**config.mk**
```make
export PLATFORM = sky130hd
export DESIGN_NAME = shift_out_register
export DESIGN_NICKNAME = d
export VERILOG_FILES = /design/src/rtl/shift_out_register.sv
export SDC_FILE = /design/constraint.sdc
export NUM_CORES = 1
export LEC_CHECK = 0
export BUFFER_PORTS_ARGS = -buffer_cell sky130_fd_sc_hd__buf_2
export CORE_AREA = 3 3 40 42
export CTS_BUF_LIST = sky130_fd_sc_hd__clkbuf_8
export DETAILED_ROUTE_END_ITERATION = 10
export DIE_AREA = 0 0 43 45
export PLACE_DENSITY_LB_ADDON = 0.12
export SKIP_CTS_REPAIR_TIMING = 1
export SLEW_MARGIN = 20
export SYNTH_ARGS = -nofsm -noshare
export SYNTH_HDL_FRONTEND = slang
export SYNTH_SLANG_ARGS = --single-unit
```
**constraint.sdc**
```tcl
create_clock -name clk -period 3.6 [get_ports clk]
set_clock_uncertainty 0.2 [all_clocks]
set_input_delay 0.36 -clock clk [delete_from_list [all_inputs] [get_ports clk]]
set_output_delay 0.36 -clock clk [all_outputs]
set_load 0.05 [all_outputs]
```
**src/rtl/shift_out_register.sv**
```systemverilog
// -----------------------------------------------------------------------------
// shift_out_register
//
// Parallel-in, serial-out transmitter for the bit-serial datapath. A WIDTH-bit
// word is accepted through a valid/ready handshake and emitted LSB first, one
// bit per clock on which shift_en is high. A capture register that shifts right
// (new bits entering at the MSB) reconstructs the word after WIDTH enabled bits.
// A follow-on word may be accepted on the edge that consumes the final bit. This
// gives a gapless stream.
//
// Ports:
//   clk         rising-edge clock
//   rst_n       asynchronous active-low reset
//   load_valid  data_in holds a word to transmit
//   data_in     parallel word, sampled on the handshake edge
//   load_ready  block can accept a word this cycle
//   shift_en    advance one bit this cycle (pacing / stall)
//   serial_out  current bit (LSB of the shift register)
//   bit_valid   serial_out carries a valid data bit
//   last        serial_out is bit WIDTH-1 of the word
//   done        one-cycle pulse after a word finishes with no follow-on word
// -----------------------------------------------------------------------------
module shift_out_register #(
    parameter int WIDTH = 8
) (
    input  logic             clk,
    input  logic             rst_n,
    input  logic             load_valid,
    input  logic [WIDTH-1:0] data_in,
    output logic             load_ready,
    input  logic             shift_en,
    output logic             serial_out,
    output logic             bit_valid,
    output logic             last,
    output logic             done
);

    localparam int CNT_W = $clog2(WIDTH);
    localparam logic [CNT_W-1:0] CNT_LAST = CNT_W'(WIDTH - 1);
    localparam logic [CNT_W-1:0] CNT_ONE  = CNT_W'(1);

    typedef enum logic {
        IDLE  = 1'b0,
        SHIFT = 1'b1
    } state_t;

    state_t           state;
    logic [WIDTH-1:0] shreg;
    logic [CNT_W-1:0] cnt;

    // Outputs are decoded from the state register so that they drop at once
    // when reset is asserted, even in the middle of a word.
    assign bit_valid  = (state == SHIFT);
    assign serial_out = bit_valid & shreg[0];
    assign last       = bit_valid && (cnt == CNT_LAST);
    // Ready during the final enabled bit lets the next word follow with no gap.
    assign load_ready = (state == IDLE) || (last && shift_en);

    always_ff @(posedge clk or negedge rst_n) begin
        if (!rst_n) begin
            state <= IDLE;
            shreg <= '0;
            cnt   <= '0;
            done  <= 1'b0;
        end else begin
            done <= 1'b0;
            case (state)
                IDLE: begin
                    if (load_valid) begin
                        shreg <= data_in;
                        cnt   <= '0;
                        state <= SHIFT;
                    end
                end
                SHIFT: begin
                    if (shift_en) begin
                        if (cnt == CNT_LAST) begin
                            if (load_valid) begin
                                shreg <= data_in;
                                cnt   <= '0;
                            end else begin
                                state <= IDLE;
                                done  <= 1'b1;
                            end
                        end else begin
                            shreg <= {1'b0, shreg[WIDTH-1:1]};
                            cnt   <= cnt + CNT_ONE;
                        end
                    end
                end
                default: begin
                    state <= IDLE;
                end
            endcase
        end
    end

endmodule

```
==> results of run 1 <==
kinds of logic after synthesis:
group	share of synthesized area (%)
DFF	46.6
adders and majority gates	5.38
muxes	24.0
AOI/OAI and AO/OA	10.8
buffers and inverters	3.23
and+or+nand+nor	10.0
layer usage:
layer	vias up	part of all wire, %	wire length (µm)	GRT usage [%]
met5	-	0	0	0
met4	0	0	0	3.61
met3	0	5.5	70	5.58
met2	14	50	630	26.3
met1	213	45	563	16.5
li1	227	-	-	-
state kept, by name, summed over array words and instances (netlist names):
register / cells
done: 1
shreg: 8
bit_valid: 1
cnt: 3
synth_stat cells:
cell / number / share of area, %
a21oi_1: 1 / 0.72
a22o_1: 4 / 5.0
a2bb2oi_4: 1 / 3.8
and2_1: 3 / 2.7
buf_6: 1 / 1.6
dfrtp_1: 13 / 47
ha_1: 3 / 5.4
inv_1: 3 / 1.6
mux2_2: 14 / 23
mux2i_1: 1 / 1.4
nand2_1: 3 / 1.6
nand2b_1: 2 / 1.8
nor2b_1: 1 / 0.90
nor2b_4: 1 / 2.0
nor3b_1: 1 / 1.1
o2bb2ai_1: 1 / 1.3
where the power goes:
part           leakage (nW)  total, mW  switching (mW)  internal [mW]
logic                 0.250      0.234           0.111          0.122
clock network        0.0269      0.126          0.0505         0.0751
registers             0.167      0.227          0.0323          0.195
total                 0.443      0.587           0.194          0.393
stage by stage:
| step | power [mW] | std cells | hold slack [ps] |
|---|---|---|---|
| 2_1_floorplan | 0.415 | 53 | -136 |
| 3_3_place_gp | 0.458 | 83 | 65.5 |
| 3_5_place_dp | 0.460 | 83 | 60.3 |
| 4_1_cts | 0.591 | 87 | -196 |
| 5_1_grt | 0.624 | 88 | 166 |
| 6_report | 0.587 | 88 | 165 |
how the worst min path moves through the flow:
stage           endpoint  cells past startpoint        from  slack (ps)
2_1_floorplan  bit_valid                      0       rst_n        -140
3_3_place_gp        done                      1       rst_n          70
3_5_place_dp      cnt[2]                      1       rst_n          60
4_1_cts             done                      1       rst_n        -200
5_1_grt             done                      2  load_valid         170
6_report            done                      2  load_valid         160
final cells by class:
type	count	area share (%)
clock inverters	1	0.446
clock buffers	3	4.91
multi-input cells	36	41.7
repair buffers	17	10.7
flip-flops and latches	13	38.7
inverters	3	1.34
well taps	15	2.23
worst max-delay path: cells and delay by family (launching register included):
kind	cells	cell delay [ps]
DFF	1	380
and+or+nand+nor	2	170
buffers and inverters	1	270
adders and majority gates	2	430
==> impl_metrics.sql, run 1 <==
INSERT INTO impl_metrics (metric_group, metric, value, unit) VALUES
('clock_tree', 'cts_made_buffers', '3', ''),
('floorplan', 'die_height', '45', 'µm'),
('place', 'numPortBuffers', '16', ''),
('place', 'routabilityCongestion', '0.708', ''),
('floorplan', 'floorplan.die.width', '43', 'µm'),
('worst_setup_path', 'endpoint_class_of_the_critical_path', 'primary output', ''),
('timing', 'worst_slew_margin_relative_to_its_limit', '78.2', '%'),
('finish', 'layout.core_utilization', '65.4', '%'),
('worst_setup_path', 'worstSetupStartpoint', 'cnt[1]', ''),
('finish', 'num_antenna_cells', '0', ''),
('worst_setup_path', 'critical_path.reg2reg.startpoint', 'cnt[1]', ''),
('finish', 'fill_cell_total_of_the_finished_layout', '106', ''),
('yosys', 'postSynthAreaPerCell', '13.2', 'µm²'),
('routing', 'drt_wl_total', '1.26', 'mm'),
('worst_setup_path', 'rr_worst_depth', '5', ''),
('yosys', 'ys_warn_count', '0', ''),
('place', 'placedInstanceArea', '786', 'µm²'),
('timing', 'finalWorstSetupSlack', '1550', 'ps'),
('worst_setup_path', 'cp_cell_sequence', 'ha_1, ha_1, nand2_1, nand2_1, buf_2', ''),
('worst_setup_path', 'critical_path.max_fanout', '4', ''),
('pwr', 'static-leakage-power', '0.443', 'nW'),
('yosys', 'post_synthesis_cells', '53', ''),
('timing', 'final.setup.tns', '0', 'ps'),
('finish', 'final_common_cell', 'buf_2', ''),
('routing', 'detailroute.via_count', '454', ''),
('finish', 'post_synthesis_to_final_layout_area_growth', '20.4', '%'),
('worst_setup_path', 'setup.worst_path.end', 'load_ready', ''),
('floorplan', 'placementRows', '13', ''),
('timing', 'fmaxAchievable', '487', 'MHz'),
('worst_setup_path', 'worstPathArrival', '1490', 'ps'),
('worst_setup_path', 'critical-path-max-stage-delay', '380', 'ps'),
('finish', 'share_of_final_layout_standard_cells_stronger_than_drive_strength_1', '47.9', '%'),
('grt', 'grt_start_max_net_pins', '14', ''),
('pwr', 'max-vdd-ir-drop', '0.000380', 'V'),
('finish', 'footprint_of_the_multi_input_gates', '350', 'µm²'),
('timing', 'worst-slew-pin-transition', '327', 'ps'),
('worst_setup_path', 'startpoint_type', 'flip-flop', ''),
('floorplan', 'pin_count', '17', ''),
('flow_run', 'cap_violations', '0', ''),
('timing', 'setup_violations', '0', ''),
('clock_tree', 'cts.sink_count', '13', ''),
('grt', 'grt_pass1_vias', '491', ''),
('pwr', 'pwr_density_cell', '698', 'mW/mm²'),
('finish', 'num-nets-final', '89', ''),
('worst_setup_path', 'r2r_setup_slack', '1550', 'ps'),
('timing', 'number_of_pins_exceeding_their_max_slew_limit_in_the_final_report', '0', ''),
('routing', 'wl_per_cell', '14.4', 'µm'),
('yosys', 'synthesized_area', '698', 'µm²'),
('min_path', 'hold_class', 'in -> reg', ''),
('worst_setup_path', 'timing_worst_setup_path_type', 'reg -> out', ''),
('grt', 'gr-usage-all-layers', '14.6', '%'),
('floorplan', 'start_util', '54.3', '%'),
('routing', 'viasPerCell', '5.16', ''),
('clock_tree', 'clock_tree.root_cell', 'clkbuf_8', ''),
('place', 'dp_worst_setup_slack', '1550', 'ps'),
('timing', 'min_period', '2050', 'ps'),
('worst_setup_path', 'regToRegEndpoint', 'shreg[6]', ''),
('status', 'outcome', 'completed', ''),
('yosys', 'synthDistinctLibCells', '16', ''),
('clock_tree', 'worst_skew_pair.late_latency', '240', 'ps'),
('finish', 'seqCellArea', '325', 'µm²'),
('routing', 'detail-route-antenna-nets', '0', ''),
('routing', 'drt_drc_violations_left', '0', ''),
('grt', 'globalRoute.totalOverflow', '0', ''),
('finish', 'design_area', '841', 'µm²'),
('worst_setup_path', 'cp.required', '3040', 'ps'),
('clock_tree', 'cts.reportedPaths.clkPinSlew', '60', 'ps'),
('grt', 'global_route_wire_length_before_repair', '2.10', 'mm'),
('yosys', 'register_bit_count_reported_by_yosys', '13', ''),
('clock_tree', 'clock_path_buffers', '2', ''),
('floorplan', 'core_area', '0.00128', 'mm²');
No activity file was read; power rests on OpenSTA's default activity.
==> run 2, diff against run 1 <==
--- a/config.mk
+++ b/config.mk
@@ -6,10 +6,10 @@
 export NUM_CORES = 1
 export LEC_CHECK = 0
 export BUFFER_PORTS_ARGS = -buffer_cell sky130_fd_sc_hd__buf_2
-export CORE_AREA = 3 3 40 42
+export CORE_MARGIN = 3
+export CORE_UTILIZATION = 48
 export CTS_BUF_LIST = sky130_fd_sc_hd__clkbuf_8
 export DETAILED_ROUTE_END_ITERATION = 10
-export DIE_AREA = 0 0 43 45
 export PLACE_DENSITY_LB_ADDON = 0.12
 export SKIP_CTS_REPAIR_TIMING = 1
 export SLEW_MARGIN = 20
==> constraint.sdc (replaced) <==
create_clock -name clk -period 1.86 [get_ports clk]
set_clock_uncertainty 0.2 [all_clocks]
set_input_delay 0.186 -clock clk [delete_from_list [all_inputs] [get_ports clk]]
set_output_delay 0.186 -clock clk [all_outputs]
set_load 0.05 [all_outputs]
==> impl_metrics.sql, run 2 (synthesis gave the netlist of run 1 again) <==
INSERT INTO impl_metrics (metric_group, metric, value, unit) VALUES
('finish', 'footprint_of_the_multi_input_gates', '413', 'µm²'),
('timing', 'min_period', '1940', 'ps'),
('pwr', 'pwr_density_cell', '1330', 'mW/mm²'),
('floorplan', 'floorplan.die.width', '44.1', 'µm'),
('timing', 'number_of_pins_exceeding_their_max_slew_limit_in_the_final_report', '0', ''),
('floorplan', 'die_height', '44.1', 'µm'),
('finish', 'num_antenna_cells', '0', ''),
('place', 'placed_cells', '91', ''),
('finish', 'number_of_flip_flops_under_the_largest_register_name', '8', ''),
('min_path', 'hold_class', 'in -> reg', ''),
('place', 'dp_worst_setup_slack', '-177', 'ps'),
('floorplan', 'pin_count', '17', ''),
('worst_setup_path', 'endpoint_class_of_the_critical_path', 'flip-flop', ''),
('clock_tree', 'cts.sink_count', '13', ''),
('finish', 'largestRegisters', 'shreg x8, cnt x3', ''),
('worst_setup_path', 'timing_worst_setup_path_type', 'reg -> reg', ''),
('worst_setup_path', 'worstPathArrival', '1860', 'ps'),
('place', 'numPortBuffers', '16', ''),
('grt', 'globalRoute.totalOverflow', '0', ''),
('place', 'routabilityCongestion', '0.778', ''),
('finish', 'final_common_cell', 'buf_2', ''),
('timing', 'setup_repair_after_global_routing_missed_its_margin', 'true', ''),
('timing', 'holdWs', '16.7', 'ps'),
('timing', 'finalWorstSetupSlack', '-77.2', 'ps'),
('worst_setup_path', 'cp_cell_sequence', 'ha_2, ha_4, nor2b_4, a2bb2oi_4, mux2_4', ''),
('worst_setup_path', 'critical_path.max_fanout', '5', ''),
('timing', 'final.setup.tns', '-405', 'ps'),
('clock_tree', 'worst_skew_pair.late_latency', '240', 'ps'),
('timing', 'finalHoldViolCount', '0', ''),
('finish', 'fin_cells', '99', ''),
('finish', 'seqCellArea', '327', 'µm²'),
('grt', 'grt_start_max_net_pins', '14', ''),
('flow_run', 'cap_violations', '0', ''),
('pwr', 'max-vdd-ir-drop', '0.000764', 'V'),
('timing', 'setup_violations', '7', ''),
('status', 'outcome', 'complete, but fails checks', ''),
('timing', 'post-route-period-util', '104', '%'),
('status', 'failed_checks', 'setup timing', ''),
('routing', 'drt_drc_violations_left', '0', ''),
('finish', 'fill_cell_total_of_the_finished_layout', '81', ''),
('routing', 'wl_per_cell', '14.6', 'µm'),
('floorplan', 'start_util', '52.3', '%'),
('routing', 'detail-route-antenna-nets', '0', ''),
('worst_setup_path', 'startpoint_type', 'flip-flop', ''),
('finish', 'layout.core_utilization', '74.4', '%'),
('worst_setup_path', 'worst_path_dominant_cell_family', 'flip-flops', ''),
('worst_setup_path', 'cp.required', '1780', 'ps'),
('clock_tree', 'clock_tree_from_tritoncts', 'built', ''),
('pwr', 'static-leakage-power', '0.510', 'nW'),
('timing', 'worst_slew_margin_relative_to_its_limit', '79.7', '%'),
('clock_tree', 'cts_htree_levels', '1', ''),
('routing', 'detailroute.via_count', '505', ''),
('floorplan', 'placementRows', '13', ''),
('clock_tree', 'clock_path_buffers', '2', ''),
('finish', 'share_of_final_layout_standard_cells_stronger_than_drive_strength_1', '59.5', '%'),
('grt', 'grt_pass1_vias', '495', ''),
('timing', 'fmaxAchievable', '516', 'MHz'),
('routing', 'detail_route.iter0.violations', '2', ''),
('timing', 'worst-slew-pin-transition', '305', 'ps'),
('floorplan', 'design.die.area', '0.00195', 'mm²'),
('clock_tree', 'clock_tree.root_cell', 'clkbuf_8', ''),
('worst_setup_path', 'critical-path-max-stage-delay', '380', 'ps'),
('floorplan', 'core_area', '0.00133', 'mm²'),
('routing', 'drt_wl_total', '1.44', 'mm'),
('worst_setup_path', 'crit_path_top_delay_cell', 'dfrtp_1', ''),
('finish', 'post_synthesis_to_final_layout_area_growth', '42.1', '%'),
('finish', 'registers.top_by_ff_count', 'shreg', ''),
('grt', 'global_route_wire_length_before_repair', '2.10', 'mm'),
('finish', 'num-nets-final', '100', ''),
('routing', 'viasPerCell', '5.10', ''),
('place', 'detailedPlacementHpwl', '999', 'µm'),
('clock_tree', 'cts_made_buffers', '3', ''),
('grt', 'gr-usage-all-layers', '15.0', '%'),
('worst_setup_path', 'timing.critical_path.buf_inv', '0', ''),
('finish', 'mostFrequentLayoutCells', 'buf_2, dfrtp_1, buf_4, mux2_2, mux2_4', ''),
('grt', 'antenna_found_initial', '0', ''),
('clock_tree', 'cts.reportedPaths.clkPinSlew', '50', 'ps'),
('routing', 'drt_first_pass_iters', '4', '');
## run 2: changes by cell type in the layout (fill, tap and decap cells not counted), moves of 2 or more
| cell | before | now |
|---|---|---|
| buf_6 | 0 | 2 |
| buf_2 | 16 | 14 |
| mux2_4 | 0 | 5 |
| buf_4 | 0 | 10 |
| ha_1 | 3 | 1 |
| mux2_2 | 14 | 9 |
## run 2: worst paths after layout
kind	startpoint	endpoint	slack (ps)	depth (start not counted)
setup / recovery	cnt[1]	shreg[6]	-80	5
hold / removal	shift_en	cnt[0]	20	3
setup reg to reg	cnt[1]	shreg[6]	-80	5
hold reg to reg	shreg[3]	shreg[3]	310	1
max in group asynchronous	rst_n	bit_valid	1030	2
min in group asynchronous	rst_n	done	190	2
## run 2: final cells by class
type,instances,share of cell area [%]
Clock inverter,1,0.378
Sequential cell,13,32.9
Multi-Input combinational cell,37,41.6
Timing Repair Buffer,27,17.9
Clock buffer,3,4.16
Tap cell,15,1.89
Inverter,3,1.13
## run 2: layer usage
metal | global-route usage [%] | wire (µm) | vias up
li1 | - | - | 253
met1 | 18.0 | 656 | 239
met5 | 0 | 0 | -
met3 | 4.07 | 65 | 2
met4 | 7.23 | 4 | 0
met2 | 24.7 | 717 | 11
## run 2: power breakdown
group | total (mW) | switching, mW | internal, mW | leakage [nW]
Clock | 0.243 | 0.0980 | 0.146 | 0.0269
Combinational | 0.638 | 0.265 | 0.372 | 0.317
Sequential | 0.436 | 0.0582 | 0.378 | 0.166
Total | 1.32 | 0.421 | 0.896 | 0.510
## run 2: worst register-to-register path, cell delays in order (launching register included)
cell and delay (ps):
dfrtp_1 380, ha_2 210, ha_4 170, nor2b_4 230
a2bb2oi_4 300, mux2_4 340
## run 2: metrics by stage
stage / power, mW / cell area, µm²
after floorplan: 0.808 / 702
after global placement: 0.960 / 850
after detailed placement: 0.965 / 850
after CTS: 1.21 / 895
after global routing: 1.40 / 992
final: 1.32 / 992
==> run 3, diff against run 2 <==
--- a/config.mk
+++ b/config.mk
@@ -10,7 +10,9 @@
 export CORE_UTILIZATION = 48
 export CTS_BUF_LIST = sky130_fd_sc_hd__clkbuf_8
 export DETAILED_ROUTE_END_ITERATION = 10
+export GPL_TIMING_DRIVEN = 0
 export PLACE_DENSITY_LB_ADDON = 0.12
+export RECOVER_POWER = 100
 export SKIP_CTS_REPAIR_TIMING = 1
 export SLEW_MARGIN = 20
 export SYNTH_ARGS = -nofsm -noshare
==> impl_metrics.sql, run 3 (synthesis gave the netlist of run 1 again) <==
INSERT INTO impl_metrics (metric_group, metric, value, unit) VALUES
('worst_setup_path', 'worstSetupStartpoint', 'cnt[1]', ''),
('finish', 'registers.top_by_ff_count', 'shreg', ''),
('timing', 'setup_violations', '7', ''),
('routing', 'detail_route.iter0.violations', '0', ''),
('floorplan', 'design.die.area', '0.00195', 'mm²'),
('grt', 'met2_usage', '22.7', '%'),
('grt', 'global_route_wire_length_before_repair', '1.90', 'mm'),
('min_path', 'whs_path_depth', '3', ''),
('pwr', 'max-vdd-ir-drop', '0.000672', 'V'),
('floorplan', 'placementRows', '13', ''),
('worst_setup_path', 'critPathMostFrequentCell', 'ha_4', ''),
('floorplan', 'pin_count', '17', ''),
('floorplan', 'floorplan.die.width', '44.1', 'µm'),
('finish', 'mostFrequentLayoutCells', 'buf_2, dfrtp_1, mux2_4, mux2_2', ''),
('finish', 'final_common_cell', 'buf_2', ''),
('worst_setup_path', 'critical_path.max_fanout', '5', ''),
('routing', 'drt_drc_violations_left', '0', ''),
('clock_tree', 'cts_made_buffers', '3', ''),
('min_path', 'min-delay-start', 'shift_en', ''),
('clock_tree', 'clock_tree_from_tritoncts', 'built', ''),
('timing', 'fmaxAchievable', '510', 'MHz'),
('finish', 'share_of_final_layout_standard_cells_stronger_than_drive_strength_1', '51.9', '%'),
('min_path', 'timing.hold.worst_endpoint', 'cnt[0]', ''),
('grt', 'groute.layer.met3.usage', '6.10', '%'),
('finish', 'num_antenna_cells', '0', ''),
('routing', 'detail-route-antenna-nets', '0', ''),
('timing', 'final.setup.tns', '-550', 'ps'),
('finish', 'number_of_flip_flops_under_the_largest_register_name', '8', ''),
('clock_tree', 'worst_skew_pair.late_latency', '240', 'ps'),
('worst_setup_path', 'timing.critical_path.buf_inv', '0', ''),
('worst_setup_path', 'cp.required', '1780', 'ps'),
('clock_tree', 'clock_tree.root_cell', 'clkbuf_8', ''),
('grt', 'grt.busiest_layer', 'met2', ''),
('timing', 'worst_slew_margin_relative_to_its_limit', '50.7', '%'),
('timing', 'finalWorstSetupSlack', '-99.9', 'ps'),
('worst_setup_path', 'critical-path-max-stage-delay', '420', 'ps'),
('worst_setup_path', 'rr_worst_depth', '5', ''),
('place', 'placed_cells', '84', ''),
('clock_tree', 'cts_htree_levels', '1', ''),
('worst_setup_path', 'crit_path_top_delay_cell', 'dfrtp_1', ''),
('worst_setup_path', 'endpoint_class_of_the_critical_path', 'flip-flop', ''),
('worst_setup_path', 'startpoint_type', 'flip-flop', ''),
('timing', 'min_period', '1960', 'ps'),
('floorplan', 'core_area', '0.00133', 'mm²'),
('routing', 'wl_per_cell', '15.2', 'µm'),
('place', 'numPortBuffers', '16', ''),
('finish', 'num-nets-final', '93', ''),
('routing', 'drt_wl_total', '1.40', 'mm'),
('worst_setup_path', 'timing_worst_setup_path_type', 'reg -> reg', ''),
('grt', 'antenna_found_initial', '0', ''),
('worst_setup_path', 'cp_cell_sequence', 'ha_4, ha_4, nor2b_4, a2bb2oi_4, mux2_4', ''),
('timing', 'finalHoldViolCount', '0', ''),
('grt', 'globalRoute.totalOverflow', '0', ''),
('timing', 'worst-slew-pin-transition', '740', 'ps'),
('status', 'outcome', 'complete, but fails checks', ''),
('timing', 'number_of_pins_exceeding_their_max_slew_limit_in_the_final_report', '0', ''),
('finish', 'post_synthesis_to_final_layout_area_growth', '36.4', '%'),
('grt', 'gr-usage-all-layers', '13.6', '%'),
('routing', 'drt_first_pass_iters', '1', ''),
('timing', 'post-route-period-util', '105', '%'),
('clock_tree', 'cts.sink_count', '13', ''),
('finish', 'largestRegisters', 'shreg x8, cnt x3', ''),
('pwr', 'pwr_density_cell', '1350', 'mW/mm²'),
('clock_tree', 'clock_path_buffers', '2', ''),
('worst_setup_path', 'worst_path_dominant_cell_family', 'flip-flops', ''),
('grt', 'grt_met1_usage', '15.1', '%'),
('routing', 'detailroute.via_count', '487', ''),
('floorplan', 'die_height', '44.1', 'µm'),
('floorplan', 'start_util', '52.3', '%'),
('worst_setup_path', 'critical_path.reg2reg.startpoint', 'cnt[1]', ''),
('routing', 'viasPerCell', '5.29', ''),
('place', 'detailedPlacementHpwl', '879', 'µm'),
('grt', 'grt_start_max_net_pins', '14', ''),
('flow_run', 'cap_violations', '0', ''),
('grt', 'grt_pass1_vias', '477', ''),
('place', 'routabilityCongestion', '0.715', ''),
('finish', 'fill_cell_total_of_the_finished_layout', '98', ''),
('finish', 'fin_cells', '92', ''),
('min_path', 'hold_class', 'in -> reg', ''),
('timing', 'setup_repair_after_global_routing_missed_its_margin', 'true', ''),
('worst_setup_path', 'r2r_setup_slack', '-100', 'ps'),
('status', 'failed_checks', 'setup timing', ''),
('pwr', 'static-leakage-power', '0.481', 'nW'),
('worst_setup_path', 'regToRegEndpoint', 'shreg[1]', ''),
('worst_setup_path', 'worstPathArrival', '1880', 'ps'),
('clock_tree', 'cts.reportedPaths.clkPinSlew', '60', 'ps');
run 3: cell count changes in the layout (fill, tap and decap cells not counted), sizes merged:
cell    delta
buf       -10
clkbuf     +3
run 3: tightest hold or removal path: cells and delay by family:
kind	cells	cell delay, ps
buffers and inverters	1	120
muxes	1	60
and+or+nand+nor	1	60
run 3: cell type report:
cell class	count	area [µm²]	area share (%)
clock inverters	1	3.75	0.394
repair buffers	19	101	10.6
well taps	15	18.8	1.97
multi-input cells	37	438	46.0
plain buffers	1	11.3	1.18
flip-flops and latches	13	327	34.3
clock buffers	3	41.3	4.34
inverters	3	11.3	1.18
run 3: how the worst max path moves through the flow:
stage	endpoint	cells past startpoint	slack, ps
floorplan	shreg[0]	5	-10
global placement	shreg[2]	5	-140
detailed placement	shreg[4]	5	-140
CTS	shreg[4]	5	-160
global route	shreg[1]	5	-160
finish	shreg[1]	5	-100
run 3: per-stage QoR:
stage          total power [mW]  setup slack (ps)  hold WS (ps)  utilization, %  area (µm²)
5_1_grt                    1.39              -162          31.9            71.4         952
4_1_cts                    1.16              -160          -367            63.4         846
3_3_place_gp              0.888              -141          -110            60.0         801
3_5_place_dp              0.904              -145          -106            60.0         801
6_report                   1.29             -99.9          20.9            71.4         952
2_1_floorplan             0.808             -12.2          -310               -         702
run 3: routing by layer:
layer / share of wire (%) / vias to the layer above
met4: 1.2 / 0
met2: 49 / 11
met3: 4.8 / 4
li1: - / 239
met1: 45 / 233
met5: 0 / -
run 3: report_power, final:
part	leakage (nW)	internal (mW)	switching (mW)
clock network	0.0269	0.145	0.0974
registers	0.166	0.378	0.0691
logic	0.288	0.343	0.256
